`src/rtl/posix_time_pkg.sv`:
```
// rtl/posix_time_pkg.sv - shared constants, state type and helpers for the h:m:s to POSIX encoder
//
// Purpose : time constants, field widths, FSM state enum and small arithmetic
//           helpers used by time_to_posix_time and posix_div_day.
// Ports   : none (package).

package posix_time_pkg;

  localparam int unsigned POSIX_W = 32;
  localparam int unsigned HOUR_W  = 5;
  localparam int unsigned MIN_W   = 6;
  localparam int unsigned SEC_W   = 6;

  localparam logic [31:0] SECS_PER_DAY  = 32'd86400;
  localparam logic [31:0] SECS_PER_HOUR = 32'd3600;
  localparam logic [31:0] SECS_PER_MIN  = 32'd60;

  // 86400 needs 17 bits; the partial remainder needs one more bit for the
  // shifted-in dividend bit before the trial subtraction.
  localparam int unsigned DIVISOR_W = 17;
  localparam int unsigned REM_W     = 18;
  localparam int unsigned DIV_STEPS = 32;

  typedef enum logic [1:0] {
    IDLE    = 2'd0,
    DIV     = 2'd1,
    COMPOSE = 2'd2
  } t2p_state_t;

  // Seconds since local midnight; out-of-range fields are summed as given.
  function automatic logic [31:0] tod_seconds(input logic [HOUR_W-1:0] hour,
                                              input logic [MIN_W-1:0]  min,
                                              input logic [SEC_W-1:0]  sec);
    return 32'(hour) * SECS_PER_HOUR + 32'(min) * SECS_PER_MIN + 32'(sec);
  endfunction

  // Signed hour offset turned into a modulo-2^32 second offset.
  function automatic logic [31:0] gmt_offset(input int gmt);
    return 32'(gmt * 3600);
  endfunction

endpackage

```
`src/rtl/time_to_posix_time_if.sv`:
```
// rtl/time_to_posix_time_if.sv - request/response bundle of the h:m:s to POSIX encoder
//
// Purpose : groups the request fields and the result/strobe signals.
// Signals : posix_time_i [32]  current POSIX time
//           hour_i [5], min_i [6], sec_i [6]  user wall-clock time
//           set_i              request pulse
//           busy_o             request in progress (through strobe cycle)
//           user_posix_time_o [32]  computed POSIX time
//           user_posix_time_en_o    one-cycle load strobe
//           range_err_o             one-cycle reject strobe
// Modports: master (requester), slave (encoder).

interface time_to_posix_time_if;
  import posix_time_pkg::*;

  logic [POSIX_W-1:0] posix_time_i;
  logic [HOUR_W-1:0]  hour_i;
  logic [MIN_W-1:0]   min_i;
  logic [SEC_W-1:0]   sec_i;
  logic               set_i;
  logic               busy_o;
  logic [POSIX_W-1:0] user_posix_time_o;
  logic               user_posix_time_en_o;
  logic               range_err_o;

  modport master (
    output posix_time_i, hour_i, min_i, sec_i, set_i,
    input  busy_o, user_posix_time_o, user_posix_time_en_o, range_err_o
  );

  modport slave (
    input  posix_time_i, hour_i, min_i, sec_i, set_i,
    output busy_o, user_posix_time_o, user_posix_time_en_o, range_err_o
  );

endinterface

```
`src/rtl/posix_div_day.sv`:
```
// rtl/posix_div_day.sv - serial 32-step restoring divider by 86400
//
// Purpose : divides a 32-bit value by 86400, one quotient bit per clock, MSB first.
// Ports   : clk        in   clock
//           rst_n      in   asynchronous active-low reset
//           start      in   load dividend, clear quotient/remainder (ignored while busy)
//           dividend   in   [32] value to divide
//           busy       out  steps in progress
//           done       out  high in the cycle whose closing edge performs the last step
//           quotient   out  [32]
//           remainder  out  [18]

module posix_div_day
  import posix_time_pkg::*;
(
  input  logic               clk,
  input  logic               rst_n,
  input  logic               start,
  input  logic [POSIX_W-1:0] dividend,
  output logic               busy,
  output logic               done,
  output logic [POSIX_W-1:0] quotient,
  output logic [REM_W-1:0]   remainder
);

  localparam logic [REM_W-1:0] DIVISOR = REM_W'(SECS_PER_DAY);

  logic [POSIX_W-1:0] dividend_q;
  logic [4:0]         step_q;
  logic [REM_W-1:0]   trial;
  logic               fits;

  // Remainder is always < 86400 < 2^17, so dropping its top bit is lossless.
  assign trial = {remainder[DIVISOR_W-1:0], dividend_q[POSIX_W-1]};
  assign fits  = (trial >= DIVISOR);
  assign done  = busy && (step_q == 5'(DIV_STEPS - 1));

  always_ff @(posedge clk or negedge rst_n) begin
    if (!rst_n) begin
      dividend_q <= '0;
      step_q     <= '0;
      busy       <= 1'b0;
      quotient   <= '0;
      remainder  <= '0;
    end else if (start && !busy) begin
      dividend_q <= dividend;
      step_q     <= '0;
      busy       <= 1'b1;
      quotient   <= '0;
      remainder  <= '0;
    end else if (busy) begin
      dividend_q <= dividend_q << 1;
      step_q     <= step_q + 5'd1;
      quotient   <= {quotient[POSIX_W-2:0], fits};
      remainder  <= fits ? (trial - DIVISOR) : trial;
      if (done) begin
        busy <= 1'b0;
      end
    end
  end

endmodule

```
`src/rtl/time_to_posix_time.sv`:
```
// rtl/time_to_posix_time.sv - user h:m:s to POSIX seconds encoder (keeps today's local date)
//
// Purpose : replaces the local time-of-day of posix_time_i with the user h:m:s and
//           emits the resulting POSIX time with a one-cycle load strobe.
//           Accept edge E0 -> 32 divide steps (E1..E32) -> compose at E33 ->
//           strobe in the cycle after E33; busy_o drops at E34.
// Params  : GMT  signed local offset in hours, applied as GMT*3600 mod 2^32.
// Ports   : clk_i    in  clock
//           rst_n_i  in  asynchronous active-low reset
//           bus      time_to_posix_time_if.slave (request fields, result, strobes)
// Config  : RANGE_CHECK_EN - when defined, requests with hour>23, min>59 or sec>59
//           are rejected with a range_err_o pulse; otherwise range_err_o is 0.

module time_to_posix_time
  import posix_time_pkg::*;
#(
  parameter int GMT = 3
)(
  input  logic                 clk_i,
  input  logic                 rst_n_i,
  time_to_posix_time_if.slave  bus
);

  localparam logic [POSIX_W-1:0] GMT_OFS = gmt_offset(GMT);

  t2p_state_t         state_q, state_d;
  logic [POSIX_W-1:0] local_q;
  logic [HOUR_W-1:0]  hour_q;
  logic [MIN_W-1:0]   min_q;
  logic [SEC_W-1:0]   sec_q;
  logic [POSIX_W-1:0] result_q;
  logic               en_q;
  logic               start;
  logic               fields_bad;
  logic [POSIX_W-1:0] compose_value;

  logic               div_busy;
  logic               div_done;
  logic [POSIX_W-1:0] div_quotient;
  logic [REM_W-1:0]   div_rem;

  // Only the remainder is needed to find the local day boundary.
  wire unused_div = ^{div_busy, div_quotient};

`ifdef RANGE_CHECK_EN
  logic range_err_q;
  assign fields_bad = (bus.hour_i > 5'd23) || (bus.min_i > 6'd59) || (bus.sec_i > 6'd59);
  assign bus.range_err_o = range_err_q;

  always_ff @(posedge clk_i or negedge rst_n_i) begin
    if (!rst_n_i) begin
      range_err_q <= 1'b0;
    end else begin
      range_err_q <= (state_q == IDLE) && bus.set_i && fields_bad;
    end
  end
`else
  assign fields_bad      = 1'b0;
  assign bus.range_err_o = 1'b0;
`endif

  posix_div_day u_div (
    .clk       (clk_i),
    .rst_n     (rst_n_i),
    .start     (start),
    .dividend  (posix_time_i_local()),
    .busy      (div_busy),
    .done      (div_done),
    .quotient  (div_quotient),
    .remainder (div_rem)
  );

  // Local time at the accept edge; the divider loads the same value as local_q.
  function automatic logic [POSIX_W-1:0] posix_time_i_local();
    return bus.posix_time_i + GMT_OFS;
  endfunction

  always_comb begin
    state_d = state_q;
    start   = 1'b0;
    case (state_q)
      IDLE: begin
        if (bus.set_i && !fields_bad) begin
          start   = 1'b1;
          state_d = DIV;
        end
      end
      DIV: begin
        if (div_done) begin
          state_d = COMPOSE;
        end
      end
      COMPOSE: state_d = IDLE;
      default: state_d = IDLE;
    endcase
  end

  // Local midnight (local - rem), plus the user time of day, shifted back to UTC.
  assign compose_value = (local_q - {{(POSIX_W-REM_W){1'b0}}, div_rem})
                       + tod_seconds(hour_q, min_q, sec_q) - GMT_OFS;

  always_ff @(posedge clk_i or negedge rst_n_i) begin
    if (!rst_n_i) begin
      state_q  <= IDLE;
      local_q  <= '0;
      hour_q   <= '0;
      min_q    <= '0;
      sec_q    <= '0;
      result_q <= '0;
      en_q     <= 1'b0;
    end else begin
      state_q <= state_d;
      en_q    <= 1'b0;
      if (start) begin
        local_q <= posix_time_i_local();
        hour_q  <= bus.hour_i;
        min_q   <= bus.min_i;
        sec_q   <= bus.sec_i;
      end
      if (state_q == COMPOSE) begin
        result_q <= compose_value;
        en_q     <= 1'b1;
      end
    end
  end

  // The FSM is already back in IDLE during the strobe cycle, so the strobe keeps busy high.
  assign bus.busy_o               = (state_q != IDLE) || en_q;
  assign bus.user_posix_time_o    = result_q;
  assign bus.user_posix_time_en_o = en_q;

endmodule
```
`src/flat_wrapper.sv`:
```
// flat-port wrapper written by rule: the top's interface ports become plain ports
module time_to_posix_time_flat import posix_time_pkg::*;
#(
  parameter int GMT = 3
)
  (clk_i, rst_n_i, bus_posix_time_i, bus_hour_i, bus_min_i, bus_sec_i, bus_set_i, bus_busy_o, bus_user_posix_time_o, bus_user_posix_time_en_o, bus_range_err_o);
  time_to_posix_time_if bus_i ();
  input  logic clk_i;
  input  logic rst_n_i;
  input wire logic [$bits(bus_i.posix_time_i)-1:0] bus_posix_time_i;
  input wire logic [$bits(bus_i.hour_i)-1:0] bus_hour_i;
  input wire logic [$bits(bus_i.min_i)-1:0] bus_min_i;
  input wire logic [$bits(bus_i.sec_i)-1:0] bus_sec_i;
  input wire logic [$bits(bus_i.set_i)-1:0] bus_set_i;
  output wire logic [$bits(bus_i.busy_o)-1:0] bus_busy_o;
  output wire logic [$bits(bus_i.user_posix_time_o)-1:0] bus_user_posix_time_o;
  output wire logic [$bits(bus_i.user_posix_time_en_o)-1:0] bus_user_posix_time_en_o;
  output wire logic [$bits(bus_i.range_err_o)-1:0] bus_range_err_o;
  assign bus_i.posix_time_i = bus_posix_time_i;
  assign bus_i.hour_i = bus_hour_i;
  assign bus_i.min_i = bus_min_i;
  assign bus_i.sec_i = bus_sec_i;
  assign bus_i.set_i = bus_set_i;
  assign bus_busy_o = bus_i.busy_o;
  assign bus_user_posix_time_o = bus_i.user_posix_time_o;
  assign bus_user_posix_time_en_o = bus_i.user_posix_time_en_o;
  assign bus_range_err_o = bus_i.range_err_o;
  time_to_posix_time #(.GMT(GMT)) u_core (.clk_i(clk_i), .rst_n_i(rst_n_i), .bus(bus_i));
endmodule
```
`config.mk`:
```
export PLATFORM = sky130hd
export DESIGN_NAME = time_to_posix_time_flat
export DESIGN_NICKNAME = d
export VERILOG_FILES = /design/src/rtl/posix_time_pkg.sv /design/src/rtl/time_to_posix_time_if.sv /design/src/rtl/posix_div_day.sv /design/src/rtl/time_to_posix_time.sv /design/src/flat_wrapper.sv
export SDC_FILE = /design/constraint.sdc
export NUM_CORES = 1
export LEC_CHECK = 0
export ABC_AREA = 0
export BUFFER_PORTS_ARGS = -buffer_cell sky130_fd_sc_hd__buf_2
export CAP_MARGIN = 25
export CELL_PAD_IN_SITES_DETAIL_PLACEMENT = 0
export CELL_PAD_IN_SITES_GLOBAL_PLACEMENT = 1
export CORE_ASPECT_RATIO = 0.75
export CORE_MARGIN = 5
export CORE_UTILIZATION = 29
export DETAILED_ROUTE_END_ITERATION = 10
export GPL_TIMING_DRIVEN = 1
export PLACE_DENSITY = 0.56
export SLEW_MARGIN = 10
export SYNTH_ARGS = -nofsm -noshare
export SYNTH_HDL_FRONTEND = slang
export SYNTH_HIERARCHICAL = 1
export SYNTH_SLANG_ARGS = --single-unit
```
`constraint.sdc`:
```
create_clock -name clk_i -period 5.9 [get_ports clk_i]
set_input_delay 0.885 -clock clk_i [delete_from_list [all_inputs] [get_ports clk_i]]
set_output_delay 0.885 -clock clk_i [all_outputs]
set_load 0.005 [all_outputs]
```
==> results.json, run 1 <==
{
  "worst-slew-pin-transition_ns": 0.877,
  "pin_count": 87,
  "n_antenna_cell": 0,
  "path_class": "reg -> reg",
  "required_ns": 6.26,
  "hpwl_mm": 20.8,
  "mostFrequentLayoutCell": "nand2_1",
  "antenna_found_initial": 0,
  "grt_usage_pct": 13.4,
  "firstDrtPassIters": 4,
  "clk_latency_ns": 0.43,
  "post-cts-setup-buffers": 0,
  "wl_per_cell_um": 16.1,
  "portBuffers": 85,
  "maxSlewViolCount": 0,
  "critPathLaunchType": "flop",
  "setup_viol": 0,
  "critPathCaptureType": "flop",
  "drc": 0,
  "syn-cell-area_um2": 10500,
  "clkSlewWorstSetupHoldPaths_ns": 0.07,
  "yosys_warnings": 6,
  "rr_worst_depth": 22,
  "layout-drive-gt1-share_pct": 14.3,
  "clockRootBuffer": "clkbuf_16",
  "path_buf_inv": 4,
  "cts_resized": 0,
  "critical_path.top_delay_family": "adder cells",
  "status": "finished clean",
  "finalClockSkew_ns": 0.0123,
  "die_area_um2": 40200,
  "overflow": 0,
  "cts.sinks": 140,
  "vias": 7892,
  "crit_fanout": 7,
  "grt_max_degree": 74,
  "worst_path_most_repeated_cell": "fa_1",
  "cts_tree": "done",
  "max_stage_delay_ns": 0.54,
  "rsz0062_at_grt": "false",
  "fin_nets": 1395,
  "routed_wl_mm": 26.9,
  "syn_area_per_cell_um2": 9.23,
  "fin_crit_sh_pct": 95.8,
  "via_per_inst": 4.72,
  "final_cell_mix": "nand2_1, dfrtp_1, inv_1, ha_1, o21ai_0",
  "hold_buffers": 0,
  "h-tree-depth": 4,
  "fill_cells": 3705,
  "arrival_ns": 6.01,
  "start_util_pct": 29.4,
  "tns_ns": 0,
  "first_iter_violations": 448,
  "grt_pass1_vias": 7521,
  "rows": 60,
  "area_delta_synth_final_pct": 14.0,
  "relSlewSlack_pct": 41.5,
  "clockBufferDepth": 2,
  "crit_chain": "fa_1 > fa_1 > inv_1 > fa_1 > inv_1 > a21oi_1 > o21bai_1 > a21o_1 > a21oi_1 > xnor2_1 > ha_1 > inv_1 > fa_1 > inv_1 > fa_1 > ha_4 > nand4_1 > a211oi_4 > o31ai_4 > a211o_1 > a211o_1 > nand3_1",
  "numCtsBuffers": 17,
  "period_minus_slack_ns": 5.65,
  "die_x_um": 230,
  "grt_pass1_wl_mm": 43.3,
  "postRouteAntennaNets": 0,
  "crit_cells": 22,
  "syn_inst": 1139,
  "die_h_um": 175,
  "timing.hold.worst.class": "in -> async",
  "hold_violations": 0,
  "drv_cap": 0,
  "synth_nets": 1341,
  "slowest_stage": "fa_1",
  "coreArea_um2": 35800,
  "gp_congestion": 0.807,
  "max_freq_mhz": 177
}
==> worst paths after layout <==
| check | startpoint | end | slack, ns |
|---|---|---|---|
| worst max-delay path | u_core/min_q[2]$_DFFE_PN0P_ | u_core/bus.user_posix_time_o[25]$_DFFE_PN0P_ | 0.25 |
| worst min-delay path | rst_n_i | u_core/bus.user_posix_time_o[1]$_DFFE_PN0P_ | 0.46 |
| worst max register to register | u_core/min_q[2]$_DFFE_PN0P_ | u_core/bus.user_posix_time_o[25]$_DFFE_PN0P_ | 0.25 |
| worst min register to register | u_core/bus.user_posix_time_o[3]$_DFFE_PN0P_ | u_core/bus.user_posix_time_o[3]$_DFFE_PN0P_ | 0.47 |
| max in group asynchronous | rst_n_i | u_core/u_div/busy$_DFF_PN0_ | 4.42 |
| min in group clk_i | u_core/bus.user_posix_time_o[3]$_DFFE_PN0P_ | u_core/bus.user_posix_time_o[3]$_DFFE_PN0P_ | 0.47 |
==> flip-flops by register name, summed over array words and instances, names as in the netlist <==
name                             count
u_core/bus.user_posix_time_en_o      1
u_core/bus.user_posix_time_o        32
u_core/hour_q                        5
u_core/local_q                      32
u_core/min_q                         6
u_core/sec_q                         6
u_core/state_q                       2
u_core/u_div/busy                    1
u_core/u_div/dividend_q             32
u_core/u_div/remainder              18
u_core/u_div/step_q                  5
==> routing by layer <==
layer / share of wire [%] / vias to the layer above / track usage, %
met1: 57 / 3756 / 22.2
met3: 3.1 / 10 / 2.36
met2: 39 / 123 / 17.8
li1: - / 4003 / -
met5: 0 / - / 0
met4: 0.74 / 0 / 2.54
==> area by class of cell <==
| class | instances | area, um^2 | share of cell area [%] |
|---|---|---|---|
| clock buffers | 18 | 439 | 3.66 |
| clock inverters | 14 | 148 | 1.23 |
| inverters | 128 | 483 | 4.03 |
| multi-input cells | 812 | 6330 | 52.8 |
| flip-flops and latches | 140 | 3510 | 29.2 |
| well taps | 465 | 582 | 4.85 |
| repair buffers | 94 | 499 | 4.16 |
==> metrics by stage <==
stage	hold slack [ns]	setup slack (ns)	area (um^2)	util [%]	cells
2_1_floorplan	0.449	0.398	10500	-	1139
5_1_grt	0.493	0.00670	12000	33.5	1671
4_1_cts	0.475	0.148	11900	33.4	1671
3_5_place_dp	0.458	0.190	11400	31.7	1639
6_report	0.459	0.250	12000	33.5	1671
3_3_place_gp	0.456	0.203	11400	31.7	1639
Power of run 1 is left out: the tool's default activity adds up to more than one toggle a clock period on the data nets, which glitch-free logic cannot reach.
==> run 2: changes to the inputs <==
--- a/config.mk
+++ b/config.mk
@@ -6,11 +6,12 @@
 export NUM_CORES = 1
 export LEC_CHECK = 0
 export ABC_AREA = 0
+export ABC_CLOCK_PERIOD_IN_PS = 5900
 export BUFFER_PORTS_ARGS = -buffer_cell sky130_fd_sc_hd__buf_2
 export CAP_MARGIN = 25
 export CELL_PAD_IN_SITES_DETAIL_PLACEMENT = 0
 export CELL_PAD_IN_SITES_GLOBAL_PLACEMENT = 1
-export CORE_ASPECT_RATIO = 0.75
+export CORE_ASPECT_RATIO = 0.8
 export CORE_MARGIN = 5
 export CORE_UTILIZATION = 29
 export DETAILED_ROUTE_END_ITERATION = 10
==> results.json, run 2 (synthesis results as in run 1) <==
{
  "status": "finished clean",
  "finalClockSkew_ns": 0.0126,
  "period_minus_slack_ns": 5.62,
  "fill_cells": 3758,
  "wl_per_cell_um": 15.8,
  "fin_crit_sh_pct": 95.2,
  "regToRegSetupSlack_ns": 0.28,
  "drc": 0,
  "timing.hold.worst.class": "reg -> reg",
  "grt_max_degree": 90,
  "clockBufferDepth": 2,
  "postRouteAntennaNets": 0,
  "cts.sinks": 140,
  "antenna_found_initial": 0,
  "required_ns": 6.25,
  "coreArea_um2": 35800,
  "numCtsBuffers": 17,
  "die_x_um": 223,
  "whs_ns": 0.471,
  "via_per_inst": 4.66,
  "setup_viol": 0,
  "critPathCaptureType": "flop",
  "clk_latency_ns": 0.44,
  "cts_tree": "done",
  "gp_congestion": 0.782,
  "hpwl_mm": 20.6,
  "h-tree-depth": 4,
  "hold_violations": 0,
  "portBuffers": 85,
  "relSlewSlack_pct": 39.0,
  "path_class": "reg -> reg",
  "fin_nets": 1399,
  "clkSlewWorstSetupHoldPaths_ns": 0.07,
  "maxSlewViolCount": 0,
  "n_antenna_cell": 0,
  "critPathLaunchType": "flop",
  "overflow": 0,
  "grt_pass1_vias": 7667,
  "arrival_ns": 5.96,
  "rows": 62,
  "start_util_pct": 29.3,
  "layout-drive-gt1-share_pct": 14.5,
  "dp_slack_ns": 0.150,
  "first_iter_violations": 398,
  "postPlaceCellArea_um2": 11400,
  "drv_cap": 0,
  "die_h_um": 180,
  "mostFrequentLayoutCell": "nand2_1",
  "vias": 7870,
  "max_freq_mhz": 178,
  "grt_usage_pct": 13.4,
  "design_area_um2": 12100,
  "firstDrtPassIters": 5,
  "routed_wl_mm": 26.7,
  "grt_pass1_wl_mm": 43.6,
  "setup_ws_ns": 0.285,
  "clockRootBuffer": "clkbuf_16",
  "die_area_um2": 40200,
  "crit_fanout": 3,
  "pin_count": 87,
  "hold_buffers": 0,
  "area_delta_synth_final_pct": 15.4,
  "final_cell_mix": "nand2_1, dfrtp_1, inv_1, ha_1, o21ai_0",
  "worst-slew-pin-transition_ns": 0.915
}
==> run 2: final timing paths <==
path,to,from,cells after the start
setup / recovery,u_core/bus.user_posix_time_o[27]$_DFFE_PN0P_,u_core/min_q[2]$_DFFE_PN0P_,21
hold / removal,u_core/bus.user_posix_time_o[3]$_DFFE_PN0P_,u_core/bus.user_posix_time_o[3]$_DFFE_PN0P_,2
setup reg to reg,u_core/bus.user_posix_time_o[27]$_DFFE_PN0P_,u_core/min_q[2]$_DFFE_PN0P_,21
hold reg to reg,u_core/bus.user_posix_time_o[3]$_DFFE_PN0P_,u_core/bus.user_posix_time_o[3]$_DFFE_PN0P_,2
max in group asynchronous,u_core/u_div/dividend_q[17]$_DFFE_PN0P_,rst_n_i,2
min in group asynchronous,u_core/bus.user_posix_time_o[0]$_DFFE_PN0P_,rst_n_i,1
==> run 2: metrics by stage <==
| step | setup TNS, ns | cells | utilization [%] |
|---|---|---|---|
| global placement | 0 | 1654 | 31.8 |
| CTS | 0 | 1686 | 33.7 |
| finish | 0 | 1690 | 33.9 |
| floorplan | 0 | 1139 | - |
| global route | -0.0340 | 1690 | 33.9 |
| detailed placement | 0 | 1654 | 31.8 |
==> run 2: worst max-delay path, stage by stage (launching register included) <==
cell and delay [ns]:
dfrtp_1 0.42, inv_1 0.16, fa_1 0.46, fa_1 0.51, inv_1 0.04, ha_1 0.32
a21oi_1 0.24, o21bai_1 0.10, a21oi_1 0.21, o21ai_0 0.14, xnor2_1 0.16, fa_1 0.48
inv_1 0.05, fa_1 0.41, ha_1 0.33, a211oi_1 0.32, o211ai_1 0.15, a21bo_1 0.25
a31oi_1 0.25, a31oi_1 0.14, o21a_1 0.19, o31ai_1 0.18
==> run 2: final cells by class <==
type | instances | area [um^2] | share of cell area [%]
Clock buffer | 17 | 425 | 3.51
Multi-Input combinational cell | 812 | 6340 | 52.2
Timing Repair Buffer | 98 | 529 | 4.36
Sequential cell | 140 | 3510 | 28.9
Clock inverter | 15 | 254 | 2.09
Inverter | 128 | 483 | 3.98
Tap cell | 480 | 601 | 4.95
==> run 2: repair_timing <==
| item | 4_1_cts | 5_1_grt |
|---|---|---|
| hold endpoints to repair | 0 | 0 |
| gates resized for setup | 0 | 9 |
| setup endpoints to repair | 0 | 16 |
| setup buffers | 0 | 4 |
==> run 2: layer usage <==
layer | vias up | global-route usage (%) | share of wire (%)
li1 | 4017 | - | -
met1 | 3750 | 21.8 | 56
met2 | 90 | 18.1 | 40
met3 | 13 | 2.13 | 2.3
met4 | 0 | 3.65 | 0.99
met5 | - | 0 | 0
Power of run 2 is left out for the same reason.
==> run 3: changes to the inputs <==
--- a/config.mk
+++ b/config.mk
@@ -11,12 +11,11 @@
 export CAP_MARGIN = 25
 export CELL_PAD_IN_SITES_DETAIL_PLACEMENT = 0
 export CELL_PAD_IN_SITES_GLOBAL_PLACEMENT = 1
-export CORE_ASPECT_RATIO = 0.8
 export CORE_MARGIN = 5
-export CORE_UTILIZATION = 29
+export CORE_UTILIZATION = 43
 export DETAILED_ROUTE_END_ITERATION = 10
 export GPL_TIMING_DRIVEN = 1
-export PLACE_DENSITY = 0.56
+export PLACE_DENSITY = 0.77
 export SLEW_MARGIN = 10
 export SYNTH_ARGS = -nofsm -noshare
 export SYNTH_HDL_FRONTEND = slang
==> results.json, run 3 (synthesis results as in run 1) <==
{
  "cts_tree": "done",
  "h-tree-depth": 4,
  "mostFrequentLayoutCell": "nand2_1",
  "antenna_found_initial": 0,
  "maxSlewViolCount": 0,
  "dp_slack_ns": 0.178,
  "worst-slew-pin-transition_ns": 0.769,
  "portBuffers": 85,
  "layout-drive-gt1-share_pct": 14.7,
  "vias": 7950,
  "setup_viol": 0,
  "grt_max_degree": 83,
  "area_delta_synth_final_pct": 12.4,
  "drv_cap": 0,
  "hold_violations": 0,
  "required_ns": 6.23,
  "critPathCaptureType": "flop",
  "arrival_ns": 5.93,
  "gp_congestion": 0.864,
  "clockRootBuffer": "clkbuf_16",
  "crit_chain": "inv_1 > fa_1 > fa_1 > inv_1 > ha_1 > a21oi_1 > o21bai_1 > a21o_1 > a21oi_1 > xnor2_1 > ha_1 > inv_1 > fa_1 > inv_1 > fa_1 > ha_4 > nand4_1 > a211oi_4 > o31ai_4 > a2111oi_4 > nor3_1 > o31ai_1",
  "finalClockSkew_ns": 0.00864,
  "max_stage_delay_ns": 0.52,
  "routed_wl_mm": 23.9,
  "design_area_um2": 11800,
  "drc": 0,
  "overflow": 0,
  "finish.utilization_pct": 48.9,
  "die_area_um2": 27700,
  "postRouteAntennaNets": 0,
  "die_x_um": 166,
  "coreArea_um2": 24200,
  "first_iter_violations": 609,
  "fin_crit_sh_pct": 95.0,
  "path_class": "reg -> reg",
  "pin_count": 87,
  "crit_fanout": 6,
  "die_h_um": 166,
  "wl_per_cell_um": 15.6,
  "clockBufferDepth": 2,
  "max_freq_mhz": 178,
  "timing.hold.worst.class": "reg -> reg",
  "clkSlewWorstSetupHoldPaths_ns": 0.07,
  "rows": 57,
  "via_per_inst": 5.20,
  "numCtsBuffers": 17,
  "postPlaceCellArea_um2": 11200,
  "tns_ns": 0,
  "relSlewSlack_pct": 48.7,
  "fin_nets": 1395,
  "hold_buffers": 0,
  "grt_pass1_vias": 7740,
  "cts.sinks": 140,
  "grt_usage_pct": 17.5,
  "setup_ws_ns": 0.293,
  "clk_latency_ns": 0.43,
  "period_minus_slack_ns": 5.61,
  "final_cell_mix": "nand2_1, dfrtp_1, inv_1, o21ai_0, ha_1",
  "hpwl_mm": 18.1,
  "start_util_pct": 43.5,
  "slowest_stage": "fa_1",
  "grt_pass1_wl_mm": 40.4,
  "status": "finished clean",
  "critPathLaunchType": "flop",
  "firstDrtPassIters": 5,
  "n_antenna_cell": 0
}
## run 3: cell types whose count changed in the layout (fill, tap and decap cells not counted), moves of 3 or more
cell / change
buf_4: -4
bufinv_16: -3
clkinv_8: -4
inv_6: +3
## run 3: worst paths after layout
| path | to | start | cells past startpoint | slack, ns |
|---|---|---|---|---|
| setup / recovery | u_core/bus.user_posix_time_o[29]$_DFFE_PN0P_ | u_core/min_q[1]$_DFFE_PN0P_ | 22 | 0.29 |
| hold / removal | u_core/bus.user_posix_time_o[5]$_DFFE_PN0P_ | u_core/bus.user_posix_time_o[5]$_DFFE_PN0P_ | 2 | 0.47 |
| setup reg to reg | u_core/bus.user_posix_time_o[29]$_DFFE_PN0P_ | u_core/min_q[1]$_DFFE_PN0P_ | 22 | 0.29 |
| hold reg to reg | u_core/bus.user_posix_time_o[5]$_DFFE_PN0P_ | u_core/bus.user_posix_time_o[5]$_DFFE_PN0P_ | 2 | 0.47 |
| max in group asynchronous | u_core/bus.user_posix_time_o[8]$_DFFE_PN0P_ | rst_n_i | 2 | 4.13 |
| min in group asynchronous | u_core/u_div/dividend_q[18]$_DFFE_PN0P_ | rst_n_i | 1 | 0.50 |
## run 3: stage by stage
step | std cells | hold slack, ns
CTS | 1527 | 0.480
global placement | 1495 | 0.455
detailed placement | 1495 | 0.465
finish | 1530 | 0.471
global route | 1530 | 0.495
floorplan | 1139 | 0.449
## run 3: layer usage
layer  global-route usage, %  up-vias  routed length (um)
met5                       0        -                   0
met4                    3.63        0                 242
met3                    2.86       23                 851
met2                    26.1      156               10700
met1                    26.8     3768               12100
li1                        -     4003                   -
## run 3: area by class of cell
class / count / area [um^2]
Fill cell: 2305 / 12400
Multi-Input combinational cell: 812 / 6350
Sequential cell: 140 / 3510
Timing Repair Buffer: 94 / 499
Inverter: 128 / 483
Clock buffer: 17 / 425
Tap cell: 324 / 405
Clock inverter: 15 / 154
## run 3: what timing repair did
| action | CTS | global route |
|---|---|---|
| setup endpoints to repair | 0 | 16 |
| gates resized for setup | 0 | 14 |
| setup buffers | 0 | 3 |
## run 3: critical path, delay by kind of cell, from the launching register on
family,cells,cell delay (ns)
flops,1,0.39
compound gates,8,1.73
fa+ha+maj,7,2.76
xor+xnor,1,0.09
buf+inv,4,0.25
simple gates,2,0.27
Power of run 3 is left out for the same reason.
